## config.mk

```make
export PLATFORM = sky130hd
export DESIGN_NAME = mem_port_arbiter_flat
export DESIGN_NICKNAME = d
export VERILOG_FILES = /design/src/rtl/mem_arb_pkg.sv /design/src/rtl/mem_port_arbiter_if.sv /design/src/rtl/mem_port_arbiter_rr_arb2.sv /design/src/rtl/mem_port_arbiter.sv /design/src/flat_wrapper.sv
export SDC_FILE = /design/constraint.sdc
export NUM_CORES = 1
export LEC_CHECK = 0
export BUFFER_PORTS_ARGS = -buffer_cell sky130_fd_sc_hd__buf_4
export CAP_MARGIN = 40
export CORE_MARGIN = 4
export CORE_UTILIZATION = 44
export DETAILED_ROUTE_END_ITERATION = 8
export GPL_ROUTABILITY_DRIVEN = 0
export HOLD_SLACK_MARGIN = 0.05
export PLACE_DENSITY = 0.84
export SLEW_MARGIN = 20
export SYNTH_ARGS = -nofsm -noshare
export SYNTH_HDL_FRONTEND = slang
export SYNTH_SLANG_ARGS = --single-unit
```

## constraint.sdc

```tcl
create_clock -name clk -period 2.4 [get_ports clk]
set_input_delay 0.12 -clock clk [delete_from_list [all_inputs] [get_ports clk]]
set_output_delay 0.12 -clock clk [all_outputs]
set_load 0.03 [all_outputs]
```

## src/rtl/mem_arb_pkg.sv

```systemverilog
// Shared types and helpers for the two-port byte-memory arbiter.
package mem_arb_pkg;

   typedef enum logic [1:0] {
      IDLE = 2'd0,
      READ = 2'd1,
      RESP = 2'd2
   } state_e;

   typedef enum logic {
      PORT_I = 1'b0,
      PORT_D = 1'b1
   } port_e;

   localparam logic [1:0] SZ_BYTE = 2'd0;
   localparam logic [1:0] SZ_HALF = 2'd1;
   localparam logic [1:0] SZ_WORD = 2'd2;

   // Response words are always 32 bits regardless of request size.
   localparam int RSP_W = 32;

   // Byte count for a load size; the reserved encoding reads a full word.
   function automatic logic [2:0] size_to_nbytes(input logic [1:0] sz);
      case (sz)
         SZ_BYTE: return 3'd1;
         SZ_HALF: return 3'd2;
         default: return 3'd4;
      endcase
   endfunction

endpackage

```

## src/rtl/mem_port_arbiter_if.sv

```systemverilog
// Request/response and memory-side signals of the arbiter, grouped as one bus.
interface mem_port_arbiter_if #(
   parameter int A_WIDTH = 32
);
   logic               i_req_valid;
   logic               i_req_ready;
   logic [A_WIDTH-1:0] i_req_addr;
   logic               i_rsp_valid;
   logic               i_rsp_ready;
   logic [31:0]        i_rsp_data;

   logic               d_req_valid;
   logic               d_req_ready;
   logic [A_WIDTH-1:0] d_req_addr;
   logic [1:0]         d_req_size;
   logic               d_rsp_valid;
   logic               d_rsp_ready;
   logic [31:0]        d_rsp_data;

   logic [A_WIDTH-1:0] mem_addr;
   logic               mem_en;
   logic [7:0]         mem_rdata;

   logic               busy;

   // Arbiter side.
   modport slave (
      input  i_req_valid, i_req_addr, i_rsp_ready,
      input  d_req_valid, d_req_addr, d_req_size, d_rsp_ready,
      input  mem_rdata,
      output i_req_ready, i_rsp_valid, i_rsp_data,
      output d_req_ready, d_rsp_valid, d_rsp_data,
      output mem_addr, mem_en, busy
   );

   // Requesters plus memory array side.
   modport master (
      output i_req_valid, i_req_addr, i_rsp_ready,
      output d_req_valid, d_req_addr, d_req_size, d_rsp_ready,
      output mem_rdata,
      input  i_req_ready, i_rsp_valid, i_rsp_data,
      input  d_req_ready, d_rsp_valid, d_rsp_data,
      input  mem_addr, mem_en, busy
   );
endinterface

```

## src/rtl/mem_port_arbiter_rr_arb2.sv

```systemverilog
// Two-requester round-robin grant; grants only while enabled, and a grant
// is itself the acceptance, so last-grant tracks accepted requests.
module rr_arb2
   import mem_arb_pkg::*;
(
   input  logic clk,
   input  logic rst,
   input  logic en,
   input  logic req_i,
   input  logic req_d,
   output logic gnt_i,
   output logic gnt_d
);

   port_e last_q, last_d;

   // Grant the requester that did not win last time when both ask.
   always_comb begin
      gnt_i = 1'b0;
      gnt_d = 1'b0;
      if (en) begin
         if (req_i && req_d) begin
            gnt_i = (last_q == PORT_D);
            gnt_d = (last_q == PORT_I);
         end else begin
            gnt_i = req_i;
            gnt_d = req_d;
         end
      end
   end

   // Remember who was accepted most recently.
   always_comb begin
      last_d = last_q;
      if (gnt_i)
         last_d = PORT_I;
      else if (gnt_d)
         last_d = PORT_D;
   end

   // Reset to D so fetch wins the first tie.
   always_ff @(posedge clk) begin
      if (rst)
         last_q <= PORT_D;
      else
         last_q <= last_d;
   end

endmodule

```

## src/rtl/mem_port_arbiter.sv

```systemverilog
// Shares a byte-wide combinational-read memory between fetch (I) and load (D)
// ports, assembling 1/2/4 byte reads big-endian into a 32-bit response.
module mem_port_arbiter
   import mem_arb_pkg::*;
#(
   parameter int A_WIDTH = 32,
   parameter int D_WIDTH = 8
) (
   input logic                clk,
   input logic                rst,
   mem_port_arbiter_if.slave  bus
);

   state_e             state_q, state_d;
   port_e              port_q,  port_d;
   logic [A_WIDTH-1:0] base_q,  base_d;
   logic [2:0]         n_q,     n_d;
   logic [2:0]         k_q,     k_d;
   logic [RSP_W-1:0]   asm_q,   asm_d;

   logic gnt_i, gnt_d;
   logic arb_en;

   // Reset also blocks grants so no ready is shown while held in reset.
   assign arb_en = (state_q == IDLE) && !rst;

   rr_arb2 u_arb (
      .clk   (clk),
      .rst   (rst),
      .en    (arb_en),
      .req_i (bus.i_req_valid),
      .req_d (bus.d_req_valid),
      .gnt_i (gnt_i),
      .gnt_d (gnt_d)
   );

   // Transaction sequencing: accept, read N bytes one per cycle, hold response.
   always_comb begin
      state_d = state_q;
      port_d  = port_q;
      base_d  = base_q;
      n_d     = n_q;
      k_d     = k_q;
      asm_d   = asm_q;
      case (state_q)
         IDLE: begin
            if (gnt_i) begin
               port_d  = PORT_I;
               base_d  = bus.i_req_addr;
               n_d     = 3'd4;
               k_d     = 3'd0;
               asm_d   = '0;
               state_d = READ;
            end else if (gnt_d) begin
               port_d  = PORT_D;
               base_d  = bus.d_req_addr;
               n_d     = size_to_nbytes(bus.d_req_size);
               k_d     = 3'd0;
               asm_d   = '0;
               state_d = READ;
            end
         end
         READ: begin
            // Shifting left puts the first byte read in the most significant
            // position; short reads stay right-aligned over the cleared word.
            asm_d = {asm_q[RSP_W-D_WIDTH-1:0], bus.mem_rdata};
            k_d   = k_q + 3'd1;
            if (k_d == n_q)
               state_d = RESP;
         end
         RESP: begin
            if ((port_q == PORT_I) ? bus.i_rsp_ready : bus.d_rsp_ready)
               state_d = IDLE;
         end
         default: state_d = IDLE;
      endcase
   end

   // Outputs are decoded from state so everything idles at zero.
   always_comb begin
      bus.i_req_ready = gnt_i;
      bus.d_req_ready = gnt_d;
      bus.i_rsp_valid = 1'b0;
      bus.i_rsp_data  = '0;
      bus.d_rsp_valid = 1'b0;
      bus.d_rsp_data  = '0;
      bus.mem_en      = 1'b0;
      bus.mem_addr    = '0;
      bus.busy        = (state_q != IDLE);
      case (state_q)
         READ: begin
            bus.mem_en   = 1'b1;
            bus.mem_addr = base_q + A_WIDTH'(k_q);
         end
         RESP: begin
            if (port_q == PORT_I) begin
               bus.i_rsp_valid = 1'b1;
               bus.i_rsp_data  = asm_q;
            end else begin
               bus.d_rsp_valid = 1'b1;
               bus.d_rsp_data  = asm_q;
            end
         end
         default: ;
      endcase
   end

   // State register; reset drops any in-flight transaction.
   always_ff @(posedge clk) begin
      if (rst) begin
         state_q <= IDLE;
         port_q  <= PORT_I;
         base_q  <= '0;
         n_q     <= 3'd0;
         k_q     <= 3'd0;
         asm_q   <= '0;
      end else begin
         state_q <= state_d;
         port_q  <= port_d;
         base_q  <= base_d;
         n_q     <= n_d;
         k_q     <= k_d;
         asm_q   <= asm_d;
      end
   end

endmodule

```

## src/flat_wrapper.sv

```systemverilog
// flat-port wrapper written by rule: the top's interface ports become plain ports
module mem_port_arbiter_flat import mem_arb_pkg::*;
#(
   parameter int A_WIDTH = 32,
   parameter int D_WIDTH = 8
)
  (clk, rst, bus_i_req_valid, bus_i_req_addr, bus_i_rsp_ready, bus_d_req_valid, bus_d_req_addr, bus_d_req_size, bus_d_rsp_ready, bus_mem_rdata, bus_i_req_ready, bus_i_rsp_valid, bus_i_rsp_data, bus_d_req_ready, bus_d_rsp_valid, bus_d_rsp_data, bus_mem_addr, bus_mem_en, bus_busy);
  mem_port_arbiter_if #(.A_WIDTH(A_WIDTH)) bus_i ();
  input logic clk;
  input logic rst;
  input wire logic [$bits(bus_i.i_req_valid)-1:0] bus_i_req_valid;
  input wire logic [$bits(bus_i.i_req_addr)-1:0] bus_i_req_addr;
  input wire logic [$bits(bus_i.i_rsp_ready)-1:0] bus_i_rsp_ready;
  input wire logic [$bits(bus_i.d_req_valid)-1:0] bus_d_req_valid;
  input wire logic [$bits(bus_i.d_req_addr)-1:0] bus_d_req_addr;
  input wire logic [$bits(bus_i.d_req_size)-1:0] bus_d_req_size;
  input wire logic [$bits(bus_i.d_rsp_ready)-1:0] bus_d_rsp_ready;
  input wire logic [$bits(bus_i.mem_rdata)-1:0] bus_mem_rdata;
  output wire logic [$bits(bus_i.i_req_ready)-1:0] bus_i_req_ready;
  output wire logic [$bits(bus_i.i_rsp_valid)-1:0] bus_i_rsp_valid;
  output wire logic [$bits(bus_i.i_rsp_data)-1:0] bus_i_rsp_data;
  output wire logic [$bits(bus_i.d_req_ready)-1:0] bus_d_req_ready;
  output wire logic [$bits(bus_i.d_rsp_valid)-1:0] bus_d_rsp_valid;
  output wire logic [$bits(bus_i.d_rsp_data)-1:0] bus_d_rsp_data;
  output wire logic [$bits(bus_i.mem_addr)-1:0] bus_mem_addr;
  output wire logic [$bits(bus_i.mem_en)-1:0] bus_mem_en;
  output wire logic [$bits(bus_i.busy)-1:0] bus_busy;
  assign bus_i.i_req_valid = bus_i_req_valid;
  assign bus_i.i_req_addr = bus_i_req_addr;
  assign bus_i.i_rsp_ready = bus_i_rsp_ready;
  assign bus_i.d_req_valid = bus_d_req_valid;
  assign bus_i.d_req_addr = bus_d_req_addr;
  assign bus_i.d_req_size = bus_d_req_size;
  assign bus_i.d_rsp_ready = bus_d_rsp_ready;
  assign bus_i.mem_rdata = bus_mem_rdata;
  assign bus_i_req_ready = bus_i.i_req_ready;
  assign bus_i_rsp_valid = bus_i.i_rsp_valid;
  assign bus_i_rsp_data = bus_i.i_rsp_data;
  assign bus_d_req_ready = bus_i.d_req_ready;
  assign bus_d_rsp_valid = bus_i.d_rsp_valid;
  assign bus_d_rsp_data = bus_i.d_rsp_data;
  assign bus_mem_addr = bus_i.mem_addr;
  assign bus_mem_en = bus_i.mem_en;
  assign bus_busy = bus_i.busy;
  mem_port_arbiter #(.A_WIDTH(A_WIDTH), .D_WIDTH(D_WIDTH)) u_core (.clk(clk), .rst(rst), .bus(bus_i));
endmodule
```

Word-level counts from Yosys, hierarchy flattened:

Cells that the tools add are included.

* add/sub/neg operators: 2
* bitwise gates (word level): 1
* reductions and logical operators: 11
* muxes and demuxes: 33
* equal/unequal tests: 7

Operators by type and width (count)
* 32-bit two-way mux: 9
* 32-bit case mux with 2 select lines: 1
* 32-bit by 3-bit adder with 32-bit output: 1
* 1-bit two-way mux: 12
* 3-bit two-way mux: 4
* 3-bit case mux with 2 select lines: 2
* 2-bit two-way mux: 4
* 2-bit case mux with 3 select lines: 1
* 2-bit nonzero test: 3
* 2-bit by 1-bit equality test with 1-bit output, second input constant: 2
* 2-bit zero test: 2
* 2-bit by 1-bit inequality test with 1-bit output, second input constant: 2
* 2-bit AND reduction: 2
* 3-bit by 1-bit adder with 3-bit output, second input constant: 1
* 3-bit equality test: 1
* 3-bit inequality test, second input constant: 1
* 3-bit AND reduction: 1
* 2-bit equality test, second input constant: 1
* 1-bit logical AND: 2
* 1-bit zero test: 1
* 1-bit NOT: 1

* register bits after elaboration: 74
* input bits: 80

Longest topological paths before layout:

* depth in word-level cells: 6
* depth in mapped cells: 8
* mapped depth without buffers: 7

Cells and area by module:

Synthesis repeated with hierarchy kept, for this count alone.

* cell total of the unflattened synthesis: 558
* area, all modules: 4270.3 µm²

Modules (own cells, without submodules)
* mem_port_arbiter: instances 1, cells each 550, seq. area each 1461.4 µm², area an instance 4211.5 µm²
* rr_arb2: instances 1, cells each 8, seq. area each 20.0 µm², area an instance 58.8 µm²

Worst setup path after synthesis:

OpenSTA, ideal clock, no wires.

* path type: register -> output
* start: reg u_core.k_q[0]
* end: out bus_mem_addr[30]
* stages on the path, launching flop included: 9
* arrival time: 2793 ps
* setup slack: -513 ps
* data required time: 2280 ps
* cell sequence: dfxtp_1 > ha_1 > inv_1 > fa_1 > nand2b_1 > a2111o_1 > buf_6 > or4_1 > a21oi_1

* longest elaborated chain between the ends: 2

RTL lines
* from (decl): line mem_port_arbiter.sv:18 `logic [2:0] k_q, k_d;`
* from (signal assigned): line mem_port_arbiter.sv:122 `k_q <= k_d;`
* 32-bit by 3-bit adder with 32-bit output: line mem_port_arbiter.sv:93 `bus.mem_addr = base_q + A_WIDTH'(k_q);`
* 32-bit two-way mux: line mem_port_arbiter.sv:90 `case (state_q)`
* to (decl): line flat_wrapper.sv:25 `output wire logic [$bits(bus_i.mem_addr)-1:0] bus_mem_addr;`

Every way passes these cells.

Worst setup path after layout:

* start: reg u_core.base_q[0]
* end: out bus_mem_addr[16]

* longest elaborated chain between the ends: 2

RTL lines
* from (decl): line mem_port_arbiter.sv:16 `logic [A_WIDTH-1:0] base_q, base_d;`
* from (signal assigned): line mem_port_arbiter.sv:120 `base_q <= base_d;`
* 32-bit by 3-bit adder with 32-bit output: line mem_port_arbiter.sv:93
* 32-bit two-way mux: line mem_port_arbiter.sv:90

Every way passes these cells.

==> flow_metrics.tcl <==
set metrics [dict create \
    area_delta_synth_final_pct 53.80 \
    rsz0062_at_grt "true" \
    n_antenna_cell 0 \
    finalSetupViolCount 14 \
    dieArea_um2 11860 \
    start_util_pct 45.43 \
    rr_endpoint "u_core.base_q[2]" \
    setup_slack_ns -0.4573 \
    layout.cells.non_filler 920 \
    wire_per_inst_um 17.15 \
    ff2ff_setup_slack_ns 0.49 \
    cts_buffer_depth 2 \
    die_h_um 108.9 \
    grt_pass1_wl_um 23710 \
    fillers 738 \
    maxCapViolations 0 \
    fin_nets 867 \
    fin_worst_skew_ns 0.009784 \
    power_leakage_nw 2.947 \
    cp_common_cell "buf_6" \
    antenna_found_initial 0 \
    yosysUniqueCellTypes 50 \
    peakVddDrop_mv 0.2447 \
    worstSetupEndpointType "primary output" \
    finalHoldViolations 0 \
    rows 36 \
    drt_first_pass_iters 5 \
    dp.cells 873 \
    ys_ff_latch 74 \
    cpMaxStageDelayCell "a2111o_2" \
    yosys.area.top_type "dfxtp_1" \
    arrival_ns 2.74 \
    synth_area_um2 4482 \
    netlist_instances 582 \
    grt_overflow 0 \
    async_flop_share_pct 0 \
    synthTopCellsByArea "dfxtp_1, and2_1, mux2i_1" \
    die_w_um 108.9 \
    finalCritPeriodShare_pct 119.1 \
    cts_sinks 74 \
    status "finished with violations" \
    cts_buffers 9 \
    synth_warnings 0 \
    first_iter_violations 400 \
    path_cells "ha_4 > inv_2 > fa_2 > nand2b_4 > a2111o_2 > buf_6 > buf_6 > o31ai_4 > buf_6 > a21oi_4 > buf_6" \
    ys.flop_type "dfxtp_1" \
    setup-tns-final_ns -4.173 \
    tightest_slew_ns 0.7746 \
    numPortBuffers 181 \
    place.detailed.hpwl_um 10230 \
    cts_root_buf "clkbuf_8" \
    required_ns 2.28 \
    drive_above_1_share_pct 38.25 \
    critPathLaunchType "flip-flop" \
    dpl_worst_slack_ns -0.2689 \
    grt_pass1_vias 4928 \
    ant_nets 0 \
    cts_tree "built" \
    vias_per_cell 5.708 \
    crit_type "reg2out" \
    hold_end "u_core.u_arb.last_q" \
    dpl_cell_area_um2 6108 \
    worst_hold_path_type "in2reg" \
    cellPowerDensity_nw_per_um2 442.3 \
    crit_fanout 8 \
    synth_area_per_cell_um2 7.701 \
    pin_count 182 \
    min_path_cells 3 \
    grt_max_degree 75 \
    design_area_um2 6893 \
    synth_edf_count 0 \
    violations "negative setup slack" \
    fin_crit_ns 2.857 \
    reg2reg_depth 5 \
    syn_nets 667 \
    clk_pin_slew_ns 0.09 \
    maxSlewHeadroom_pct 48.36 \
    seq_area_frac_synth_pct 33.05 \
    startpoint "u_core.base_q[0]" \
    drc 0 \
    max_freq_ghz 0.3500 \
    slew_violations 0 \
    hold_start "bus_i_req_valid" \
    cpPeakStageDelay_ns 0.52 \
    grt_use_total_pct 24.98 \
    drt-total-wl_um 15780 \
    htreeDepth 3 \
    clk_latency_ns 0.35 \
    finalPower_mw 3.049 \
    vias 5251 \
    synth_top_area_share_pct 33.05 \
    r2r_start "u_core.state_q[1]" \
    core-area_um2 9864 \
]
layer usage:
metal  GRT usage [%]  part of all wire [%]
met5               0                     0
met3           5.447                    10
met4           11.09                   3.2
met2           43.68                    49
met1           29.12                    38
power breakdown:
group | internal, mW | leakage [nW] | switching, mW
registers | 1.30 | 0.606 | 0.109
clock network | 0.393 | 0.0884 | 0.530
logic | 0.320 | 2.25 | 0.395
total | 2.01 | 2.95 | 1.03
critical path: cells and delay by family, from the launching register on:
family          cells  cell delay (ns)
simple gates        1             0.16
buf+inv             5             0.62
compound gates      3             0.74
flops               1             0.36
fa+ha+maj           2             0.49
per-stage QoR:
| step | hold slack (ns) | utilization [%] |
|---|---|---|
| 3_5_place_dp | 0.3770 | 61.92 |
| 5_1_grt | 0.1206 | 69.88 |
| 3_3_place_gp | 0.3704 | 61.85 |
| 2_1_floorplan | 0.2560 | - |
| 6_report | 0.08589 | 69.88 |
| 4_1_cts | 0.07471 | 67.59 |
sequential cells by signal (all words and copies together), names as in the netlist:
register / cells
u_core.u_arb.last_q: 1
u_core.n_q: 3
u_core.port_q: 1
u_core.asm_q: 32
u_core.state_q: 2
u_core.base_q: 32
u_core.k_q: 3
Yosys cell counts, types with 5 or more instances:
cell type and number:
dfxtp_1 74, and2_1 66, a21oi_1 54, nand2_1 53, nor2_1 50, o21ai_0 41
clkbuf_1 38, mux2i_1 37, a211oi_1 34, inv_1 12, nand3_1 10, nand2b_1 9
nor4_1 8, o31ai_1 8, or4_1 8, xnor2_1 7, nand4_1 5
repair_timing:
action / in CTS / in global routing
hold buffers: 11 / 0
hold endpoints to repair: 10 / 0
setup endpoints to repair: 17 / 22
pin swaps: 21 / 20
buffers inserted: 14 / 8
cloned: 0 / 1
gates resized for setup: 41 / 34
placed cells by master (no fill, tap or decap), types with 10 or more instances in the layout:
master,netlist,layout
buf_4,0,208
dfxtp_1,74,71
and2_1,66,65
nand2_1,53,52
nor2_1,50,50
a21oi_1,54,43
o21ai_0,41,38
mux2i_1,37,37
a211oi_1,34,34
buf_6,1,17
dlygate4sd3_1,0,11
inv_1,12,10
final cells by class:
| cell class | instances | area (µm²) | area share [%] |
|---|---|---|---|
| Timing Repair Buffer | 237 | 1883 | 27.32 |
| Clock buffer | 9 | 123.9 | 1.797 |
| Sequential cell | 74 | 1488 | 21.58 |
| Tap cell | 133 | 166.4 | 2.414 |
| Clock inverter | 7 | 61.31 | 0.8895 |
| Inverter | 12 | 48.80 | 0.7079 |
| Multi-Input combinational cell | 448 | 3122 | 45.29 |
how the worst max path moves through the flow:
stage | to | slack [ns] | cells after the start
after floorplan | bus_mem_addr[30] | -0.03 | 8
after global placement | bus_mem_addr[20] | -0.20 | 8
after detailed placement | bus_mem_addr[20] | -0.27 | 8
after CTS | bus_mem_addr[24] | -0.50 | 8
after global routing | bus_mem_addr[16] | -0.54 | 11
final | bus_mem_addr[16] | -0.46 | 11
cell families (layout without fill, tap and decap cells):
logic type,after synthesis,count (layout),synth area share [%]
simple gates,240,241,28.67
flops,74,74,33.05
buf+inv,61,265,5.444
mux,37,37,8.264
compound gates,154,154,20.85
xor+xnor,11,11,2.150
fa+ha+maj,5,5,1.563
Power figures use the tool's default switching activity.
